`config.mk`:
```
export PLATFORM = sky130hd
export DESIGN_NAME = eight_to_one_mux
export DESIGN_NICKNAME = d
export VERILOG_FILES = /design/src/rtl/eight_to_one_mux_pkg.sv /design/src/rtl/eight_to_one_mux_mux8_sel.sv /design/src/rtl/eight_to_one_mux.sv
export SDC_FILE = /design/constraint.sdc
export NUM_CORES = 1
export LEC_CHECK = 0
export BUFFER_PORTS_ARGS = -buffer_cell sky130_fd_sc_hd__clkbuf_2
export CAP_MARGIN = 20
export CORE_AREA = 2 2 114 116
export DETAILED_ROUTE_END_ITERATION = 6
export DIE_AREA = 0 0 116 118
export PLACE_DENSITY_LB_ADDON = 0.12
export SETUP_SLACK_MARGIN = 0.15
export SKIP_CTS_REPAIR_TIMING = 1
export SYNTH_ARGS = -nofsm -noshare
export SYNTH_HDL_FRONTEND = slang
export SYNTH_SLANG_ARGS = --single-unit
```
`constraint.sdc`:
```
create_clock -name clk -period 0.8 [get_ports clk]
set_input_delay 0.04 -clock clk [delete_from_list [all_inputs] [get_ports clk]]
set_output_delay 0.04 -clock clk [all_outputs]
set_load 0.01 [all_outputs]
```
`src/rtl/eight_to_one_mux_pkg.sv`:
```
// Shared constants for the registered 8:1 multiplexer: select width, input
// count and the select code for each data input.
package eight_to_one_mux_pkg;

   localparam int SEL_W      = 3;
   localparam int NUM_INPUTS = 8;

   typedef enum logic [SEL_W-1:0] {
      SEL_A = 3'd0,
      SEL_B = 3'd1,
      SEL_C = 3'd2,
      SEL_D = 3'd3,
      SEL_E = 3'd4,
      SEL_F = 3'd5,
      SEL_G = 3'd6,
      SEL_H = 3'd7
   } sel_e;

endpackage

```
`src/rtl/eight_to_one_mux_mux8_sel.sv`:
```
// Purely combinational 8:1 selector; data_i[k] is returned for select code k.
module mux8_sel
   import eight_to_one_mux_pkg::*;
#(
   parameter int WIDTH = 32
) (
   input  logic [NUM_INPUTS-1:0][WIDTH-1:0] data_i,
   input  logic [SEL_W-1:0]                 sel_i,
   output logic [WIDTH-1:0]                 data_o
);

   // Every code is decoded explicitly, so no code falls through to an error path.
   always_comb begin
      data_o = '0;
      unique case (sel_e'(sel_i))
         SEL_A: data_o = data_i[0];
         SEL_B: data_o = data_i[1];
         SEL_C: data_o = data_i[2];
         SEL_D: data_o = data_i[3];
         SEL_E: data_o = data_i[4];
         SEL_F: data_o = data_i[5];
         SEL_G: data_o = data_i[6];
         SEL_H: data_o = data_i[7];
      endcase
   end

endmodule

```
`src/rtl/eight_to_one_mux.sv`:
```
// Registered 8:1 mux with one-cycle capture-valid flag. Defining
// EIGHT_TO_ONE_MUX_PARITY_EN adds a registered even-parity output.
module eight_to_one_mux
   import eight_to_one_mux_pkg::*;
#(
   parameter int WIDTH = 32
) (
   input  logic             clk,
   input  logic             rst,
   input  logic [WIDTH-1:0] a,
   input  logic [WIDTH-1:0] b,
   input  logic [WIDTH-1:0] c,
   input  logic [WIDTH-1:0] d,
   input  logic [WIDTH-1:0] e,
   input  logic [WIDTH-1:0] f,
   input  logic [WIDTH-1:0] g,
   input  logic [WIDTH-1:0] h,
   input  logic [SEL_W-1:0] select,
   input  logic             en,
`ifdef EIGHT_TO_ONE_MUX_PARITY_EN
   output logic             out_parity,
`endif
   output logic [WIDTH-1:0] out,
   output logic             out_valid
);

   logic [NUM_INPUTS-1:0][WIDTH-1:0] data_w;
   logic [WIDTH-1:0]                 sel_data_w;
   logic [WIDTH-1:0]                 out_q, out_d;
   logic                             valid_q, valid_d;

   assign data_w[0] = a;
   assign data_w[1] = b;
   assign data_w[2] = c;
   assign data_w[3] = d;
   assign data_w[4] = e;
   assign data_w[5] = f;
   assign data_w[6] = g;
   assign data_w[7] = h;

   mux8_sel #(.WIDTH(WIDTH)) u_sel (
      .data_i (data_w),
      .sel_i  (select),
      .data_o (sel_data_w)
   );

   always_comb begin
      out_d   = en ? sel_data_w : out_q;
      valid_d = en;
   end

   always_ff @(posedge clk or posedge rst) begin
      if (rst) begin
         out_q   <= '0;
         valid_q <= 1'b0;
      end else begin
         out_q   <= out_d;
         valid_q <= valid_d;
      end
   end

   assign out       = out_q;
   assign out_valid = valid_q;

`ifdef EIGHT_TO_ONE_MUX_PARITY_EN
   logic parity_q, parity_d;

   // Parity is taken from the selected data, so it lands in the same cycle as out.
   always_comb parity_d = en ? ^sel_data_w : parity_q;

   always_ff @(posedge clk or posedge rst) begin
      if (rst) parity_q <= 1'b0;
      else     parity_q <= parity_d;
   end

   assign out_parity = parity_q;
`endif

endmodule

```
-- Word level (Yosys, flattened, before mapping)
Cells that the tools add are included.
- logic and storage cells: 11
- output and inout port bits: 33
- register bits: 33
- input port bits: 262
- eq/ne operators: 7
- reduce and logical (&&, ||, !) cells: 1
- mux-type cells: 1
- operators with widths (operator ; count):
    $pmux W32 S8 ; 1
    $eq A3 B3 Y1 const B ; 4
    $eq A3 B2 Y1 const B ; 2
    $eq A3 B1 Y1 const B ; 1
    $logic_not A3 Y1 ; 1

-- Depth between registers and ports, before layout
Gate-level depths: netlist of the first run.
- depth in word-level cells: 2
- gate-level depth with buffers: 7
- depth with buffers taken out: 4

-- Cells and area by module
A second synthesis of the first run with hierarchy kept.
- cells, all modules: 376
- area total of the unflattened synthesis: 3618.5 um^2
- by module, submodules not included (module ; area an instance (um^2) ; times used ; cells an instance ; seq. area each (um^2)):
    mux8_sel ; 2244.7 ; 1 ; 306 ; 0.0
    eight_to_one_mux ; 1373.8 ; 1 ; 70 ; 825.8

-- Least setup slack after synthesis of the first run
No wires, ideal clock.
- kind: input to register
- from: input select[2]
- to: register out_q[6], in the netlist out[6]
- data arrival time: 1.024 ns
- cell stages on the path: 5
- setup time: 0.123 ns
- slack: -0.347 ns
- required time: 0.677 ns
- buffers on the path: 1
- cell sequence: buf_6 -> mux2_4 -> a22o_1 -> a21o_1 -> o221a_1
- longest elaborated chain between the ends: 2
- elaborated cells on any way between the ends: 9
- classes of those cells: eq/ne: 7; mux: 1; reduce/logical: 1
- RTL lines (what ; line ; source):
    start, declared ; eight_to_one_mux.sv:18 ; input logic [SEL_W-1:0] select,
    $eq A3 B3 Y1, or another cell as far along ; eight_to_one_mux_mux8_sel.sv:15 ; unique case (sel_e'(sel_i))
    $pmux W32 S8 * ; eight_to_one_mux_mux8_sel.sv:15 ;
    end signal, assigned ; eight_to_one_mux.sv:57 ; out_q <= out_d;
    end, declared ; eight_to_one_mux.sv:29 ; logic [WIDTH-1:0] out_q, out_d;
Every way passes the cells marked *; elsewhere a longest branch is shown, timed or not.
A chain may end at the register's enable or synchronous reset.

-- Worst setup path in the final report of the first run
- from: input select[1]
- to: register out_q[24], in the netlist out[24]
The elaborated chain is that of the path after synthesis.

==> impl_results.md, run 1 <==
- Area growth, synth to finish: 87.3%
- Final hold violations: 0
- Critical path peak fanout: 8
- Syn Nets: 650
- Logic pwr share: between 40% and 50%
- Slew headroom: 78.8%
- Number of global-route vias before repair: 4353
- Synth Flop Type: dfrtp_1
- Initial antenna violation count: 0
- Fin. max-slew vios: 0
- Failing checks: negative setup slack
- Syn Area/Cell: a little under 9 µm²
- Worst-Skew Late Latency: ~0.27 ns
- Sw Share: 31.1%
- Dpl ws: -0.519 ns
- Via/cell ratio: just under 5
- Worst Hold Launch: a[11]
- Largest family of logic cells by synthesized area: compound AO/OA/AOI/OAI gates
- CP required: 0.95 ns
- Worst setup path startpoint: select[1]
- Crit start category: input pin
- P per Cell Area: approximately 1200 mW/mm²
- Top post-synthesis cells by area: dfrtp_1, mux2i_1, o221ai_1, a221oi_1, inv_1
- Synth Area in XOR/XNOR: 0%
- Synth warn: 0
- GPL Wtd Cong: between 0.8 and 0.9
- Gate Count Post-Synth: between 300 and 400
- Status: finished, violations left
- Share of cells above drive strength 1: between 60% and 70%
- Worst setup path category: input pin to register
- RSZ-0062 raised after global routing: yes
- Reg2reg start: out[23]$_DFFE_PP0P_
- DRT iter0 DRCs: 175
- Adder-cell share of the synthesized area: 0%
- Clk slew on worst S/H paths: around 0.060 ns
- Core outline area: 0.0124 mm²
- Crit-path cells: buf_12, or3_4, clkbuf_16, o221ai_2, o21ai_1
- Post-layout min period: just over 0.9 ns
- Worst Reg-to-Reg Cells: 1
- Final setup vio count: 65
- Sw Pwr: around 0.0023 W
- Int Power: roughly 0.0052 W
- Standard-cell rows: 41
- Via count: about 4400
- Leak Pwr: 3.29 nW
- Final WS setup: -0.120 ns
- Chip height: approximately 120 µm
- CTS tree: yes
- Max VDD drop: approximately 0.00077 V
- Dpl cells: ~850
- Fin cells: 882
- Max incr delay on CP: approximately 0.45 ns
- EDFF count, synth: 0
- Worst hold slack: 0.0524 ns
- Simple-gate area share of the yosys netlist: under 10%
- Final ANT Viol Nets: 0
- Final WL: approximately 16000 µm
- Crit path max-delay cell type: or3_4
- Area leader, netlist: dfrtp_1
- Worst hold path class: input pin to register
- Yosys cell types: 34
- Detailed placer's ending HPWL: approximately 12000 µm
- Worst hold path depth: 3
- First-pass GRT wire length: ~22000 µm
- Register bit count reported by yosys: 33
- First-pass DRT Iterations: 4
- Total GRT Usage: 20.1%
- Port Buffers: 294
- Clk pwr share: a little under a third
- Synth cell count leaders: mux2i_1, inv_1, dfrtp_1
- Peak Freq: around 1100 MHz
- Synth Area in Compound Gates: 29.2%
- Clock skew: 0 ns
- Nets: around 1000
- CTS Buffer Depth: 2
- Worst Max-Slew Pin Slew: 0.316 ns
- WL/cell: 18.2 µm
- Initial Util: a little over a quarter
- Root buf cell: clkbuf_16
- Number of diodes: 0
- Mux share of post-synthesis cell area: about a quarter
- Number of H-tree levels: 2
- CP endpoint kind: register
- Synthesized area: about 0.0034 mm²
- DIE AREA: 0.0137 mm²
- Post-synth ARST share: 100%
- Part of the power in registers: 27.1%
- Most common cell in the synthesized netlist: mux2i_1
- Max_cap viols: 0
- Die X-Extent: around 120 µm
- Io pins: between 200 and 300
- Largest net degree at the start of global routing: 34
- Area share of the leading cell type in the synthesized netlist: 24.5%
- Filler Cell Count: approximately 1200
- Sequential area share after synthesis: 24.5%
- Fin crit share: 115%
- Global route overflow: 0
- DRC Markers: 0
- CTS buffer count: 5
- Sink Count: 33
- Worst Path Arrival: 1.07 ns
[worst max-delay path, delay by kind of cell]
| kind | cells | cell delay, ns |
|---|---|---|
| simple gates | 1 | 0.45 |
| buf+inv | 2 | 0.32 |
| compound gates | 2 | 0.25 |
[per-layer routing]
layer  track usage, %  wire length [µm]  vias to the layer above
li1                 -                 -                     2119
met3             3.66              1080                       28
met2             37.9              8320                      195
met1             22.3              6270                     2012
met4             6.10               367                        0
met5                0                 0                        -
[state kept, by name, summed over array words and instances, names as in the netlist]
register   cells
out           32
out_valid      1
[kinds of logic after synthesis]
kind of cell,Yosys count
AO/OA/AOI/OAI,138
buffers and inverters,93
multiplexers,84
AND/OR/NAND/NOR,40
flip-flops,33
[power by group through the flow]
stage               logic, W  registers [W]  clock network [W]
floorplan            0.00118        0.00213                  0
finish               0.00318        0.00204            0.00230
detailed placement   0.00259        0.00206                  0
global placement     0.00257        0.00206                  0
global route         0.00344        0.00206            0.00243
CTS                  0.00260        0.00203            0.00237
[path summary, 6_finish.rpt]
path	end	slack, ns
worst min-delay path	out[11]$_DFFE_PP0P_	0.05
worst min register to register	out[8]$_DFFE_PP0P_	0.52
min in group asynchronous	out[24]$_DFFE_PP0P_	0.35
worst max-delay path	out[24]$_DFFE_PP0P_	-0.12
worst max register to register	out[23]$_DFFE_PP0P_	0.02
max in group asynchronous	out[16]$_DFFE_PP0P_	0.27
[cell usage in the layout, fill, tap and decap left out, drive strengths merged]
cell and count:
clkbuf 297, mux2i 81, buf 63, inv 51
o21ai 36, dfrtp 33, o22ai 29, o221ai 26
a221oi 25, nand2 9, a211oi 7, nor2 6
nor2b 6, nand3 5, nand2b 5, a22o 4
nor3b 4, a21oi 3, nand4b 3, mux2 3
o221a 3, o311ai 2, a22oi 2, dlygate4sd3 2
a21o 1, and3b 1, or3 1, clkinvlp 1
bufinv 1
[final cells by class]
type	instances	area [µm²]	share of cell area, %
clock inverter	1	30.0	0.476
tap	172	215	3.41
timing repair buffer	355	2450	38.9
inverter	52	199	3.16
multi-input combinational	262	2440	38.7
clock buffer	7	143	2.26
sequential	33	826	13.1
[metrics by stage]
stage	utilization (%)	area, µm²	TNS [ns]	total power, W
after global placement	42.4	5270	-14.42	0.00463
after CTS	43.8	5440	-7.34	0.00700
after floorplan	-	3400	-10.14	0.00331
after global routing	50.8	6300	-6.06	0.00794
after detailed placement	42.4	5270	-15.16	0.00465
final	50.8	6300	-4.17	0.00753
Power figures use the tool's default switching activity.
==> run 2, diff against run 1 <==
--- a/config.mk
+++ b/config.mk
@@ -7,9 +7,11 @@
 export LEC_CHECK = 0
 export BUFFER_PORTS_ARGS = -buffer_cell sky130_fd_sc_hd__clkbuf_2
 export CAP_MARGIN = 20
-export CORE_AREA = 2 2 114 116
+export CORE_AREA = 2 2 116 118
+export CTS_BUF_LIST = sky130_fd_sc_hd__clkbuf_4 sky130_fd_sc_hd__clkbuf_8
 export DETAILED_ROUTE_END_ITERATION = 6
-export DIE_AREA = 0 0 116 118
+export DIE_AREA = 0 0 118 120
+export MAX_ROUTING_LAYER = met4
 export PLACE_DENSITY_LB_ADDON = 0.12
 export SETUP_SLACK_MARGIN = 0.15
 export SKIP_CTS_REPAIR_TIMING = 1
==> run 2 against run 1 <==
  * The flow still finishes with violations (negative setup slack)
  * Non-clock buffer count is the same
  * Clock power shrank 40%
  * Die area grew 3.4%
  * Total power shrank 13%
  * Register-to-register slack is essentially flat
==> impl_results.md, run 2 (synthesis results as in run 1) <==
- DRT iter0 DRCs: 164 (-6.3%)
- Max_cap viols: 0 (unchanged)
- Total GRT Usage: 19.9% (-0.17 points)
- Worst Max-Slew Pin Slew: 0.376 ns (+0.0595 ns)
- Final setup vio count: 65 (unchanged)
- Worst Hold Launch: a[13]
- Port Buffers: 294 (unchanged)
- CP delay by family, top: simple AND/OR/NAND/NOR gates
- Post-layout min period: 1.04 ns (+0.119 ns)
- Failing checks: negative setup slack
- Max VDD drop: 0.000479 V (-38%)
- Number of diodes: 0 (unchanged)
- R2r endpoint: out[19]$_DFFE_PP0P_
- Clk slew on worst S/H paths: 0.07 ns (about the same)
- Detailed placer's ending HPWL: 11500 µm (-0.73%)
- Fin. max-slew vios: 0 (unchanged)
- Final WL: 16000 µm (-0.27%)
- Initial Util: 25.9% (-1.2 points)
- Worst hold path depth: 3 (unchanged)
- GPL Wtd Cong: 0.835 (-2.4%)
- Hold endpoint: out[13]$_DFFE_PP0P_
- Crit-path cells: buf_8, clkbuf_16, or3_4, clkbuf_16, nor2_2, nand2_1, o221a_2
- First-pass GRT wire length: 21800 µm (+1.0%)
- Die X-Extent: 118 µm (+1.7%)
- Number of H-tree levels: 2 (unchanged)
- Peak Freq: 963 MHz (-11%)
- Worst hold path class: input pin to register
- Worst Reg-to-Reg Cells: 1 (unchanged)
- Largest register FFs: 32 (unchanged)
- Most common cell after layout, fill and taps aside: clkbuf_2
- Fin util: 46.7% (-4.1 points)
- Most frequent CP cell: clkbuf_16
- RSZ-0062 raised after global routing: yes
- Share of cells above drive strength 1: 59.9% (-0.62 points)
- Via count: 4332 (-0.51%)
- Most frequent cells in the layout: clkbuf_2, mux2i_1, inv_1
- Via/cell ratio: 4.89 (-0.84%)
- Slew headroom: 74.9% (-3.8 points)
- DRC Markers: 0 (unchanged)
- Core outline area: 0.0130 mm² (+4.6%)
- Leak Pwr: 3.20 nW (-2.7%)
- Status: finished, violations left
- Area growth, synth to finish: 79.9%
- Largest net degree at the start of global routing: 51 (+50%)
- P per Cell Area: 1080 mW/mm² (-9.9%)
- Chip height: 120 µm (+1.7%)
- CTS tree: yes
- CP required: 0.98 ns (+0.03 ns)
- Worst setup path category: input pin to register
- Filler Cell Count: 1266 (+7.4%)
- Reg2reg start: out[19]$_DFFE_PP0P_
- Worst-Skew Late Latency: 0.28 ns (about the same)
- Final WS setup: -0.239 ns (-0.119 ns)
- Standard-cell rows: 42 (+2.4%)
- Final hold violations: 0 (unchanged)
- Crit start category: input pin
- Sink Count: 33 (unchanged)
- Io pins: 295 (unchanged)
- DIE AREA: 0.0142 mm² (+3.4%)
- Flop-to-flop setup slack: 0.02 ns (about the same)
- Final ANT Viol Nets: 0 (unchanged)
- Number of global-route vias before repair: 4292 (-1.4%)
- Nets: 971 (unchanged)
- Power Total: 0.00651 W (-13%)
- First-pass DRT Iterations: 4 (unchanged)
- Global route overflow: 0 (unchanged)
- Crit path max-delay cell type: or3_4
- Critical path peak fanout: 5 (-3)
- Worst Path Arrival: 1.21 ns (+0.14 ns)
- WP buf/inv: 3 (+1)
- WL/cell: 18.1 µm (-0.61%)
- CP endpoint kind: register
- Clock skew: 0 ns (unchanged)
- Initial antenna violation count: 0 (unchanged)
- CTS Buffer Depth: 2 (unchanged)
- Max incr delay on CP: 0.45 ns (about the same)
- CTS buffer count: 5 (unchanged)
- Fin crit share: 130% (+15 points)
- Root buf cell: clkbuf_8
run 2: cell count changes in the layout (fill, tap and decap cells not counted), sizes merged:
| cell | before | now |
|---|---|---|
| dlygate4sd3 | 2 | 1 |
| clkbuf | 297 | 300 |
| buf | 63 | 61 |
| bufinv | 1 | 0 |
run 2: layout make-up:
class	instances	area, µm²	area share [%]
timing repair buffer	355	2320	38.3
multi-input combinational	262	2400	39.7
clock buffer	7	90.1	1.49
sequential	33	826	13.6
tap	176	220	3.64
inverter	52	199	3.28
run 2: power by group:
part	total, W	switching (W)	internal (W)
Sequential	0.00202	0.000141	0.00188
Clock	0.00138	0.000663	0.000719
Combinational	0.00311	0.00144	0.00167
run 2: worst max path at each step:
stage / slack (ns) / startpoint / to / depth (start not counted)
floorplan: -0.33 / select[1] / out[13]$_DFFE_PP0P_ / 6
global placement: -0.94 / select[1] / out[11]$_DFFE_PP0P_ / 5
detailed placement: -0.80 / select[1] / out[31]$_DFFE_PP0P_ / 7
CTS: -0.48 / select[1] / out[31]$_DFFE_PP0P_ / 7
global route: -0.27 / select[2] / out[25]$_DFFE_PP0P_ / 8
finish: -0.24 / select[2] / out[23]$_DFFE_PP0P_ / 7
run 2: layer usage:
layer	vias to the layer above	routed length (µm)	global-route usage, %
met4	0	295	4.44
li1	2124	-	-
met3	18	906	4.23
met5	-	0	-
met1	2011	6450	22.2
met2	179	8340	36.5
run 2: metrics by stage:
step	setup slack (ns)	cell area [µm²]	hold WS [ns]	TNS, ns	instances
3_5_place_dp	-0.801	5110	0.0865	-20.83	847
6_report	-0.239	6060	0.0279	-8.16	885
4_1_cts	-0.481	5200	-0.219	-12.90	854
3_3_place_gp	-0.942	5090	0.0862	-27.54	846
5_1_grt	-0.272	6060	0.0528	-10.38	885
2_1_floorplan	-0.329	3400	-0.0254	-10.14	388
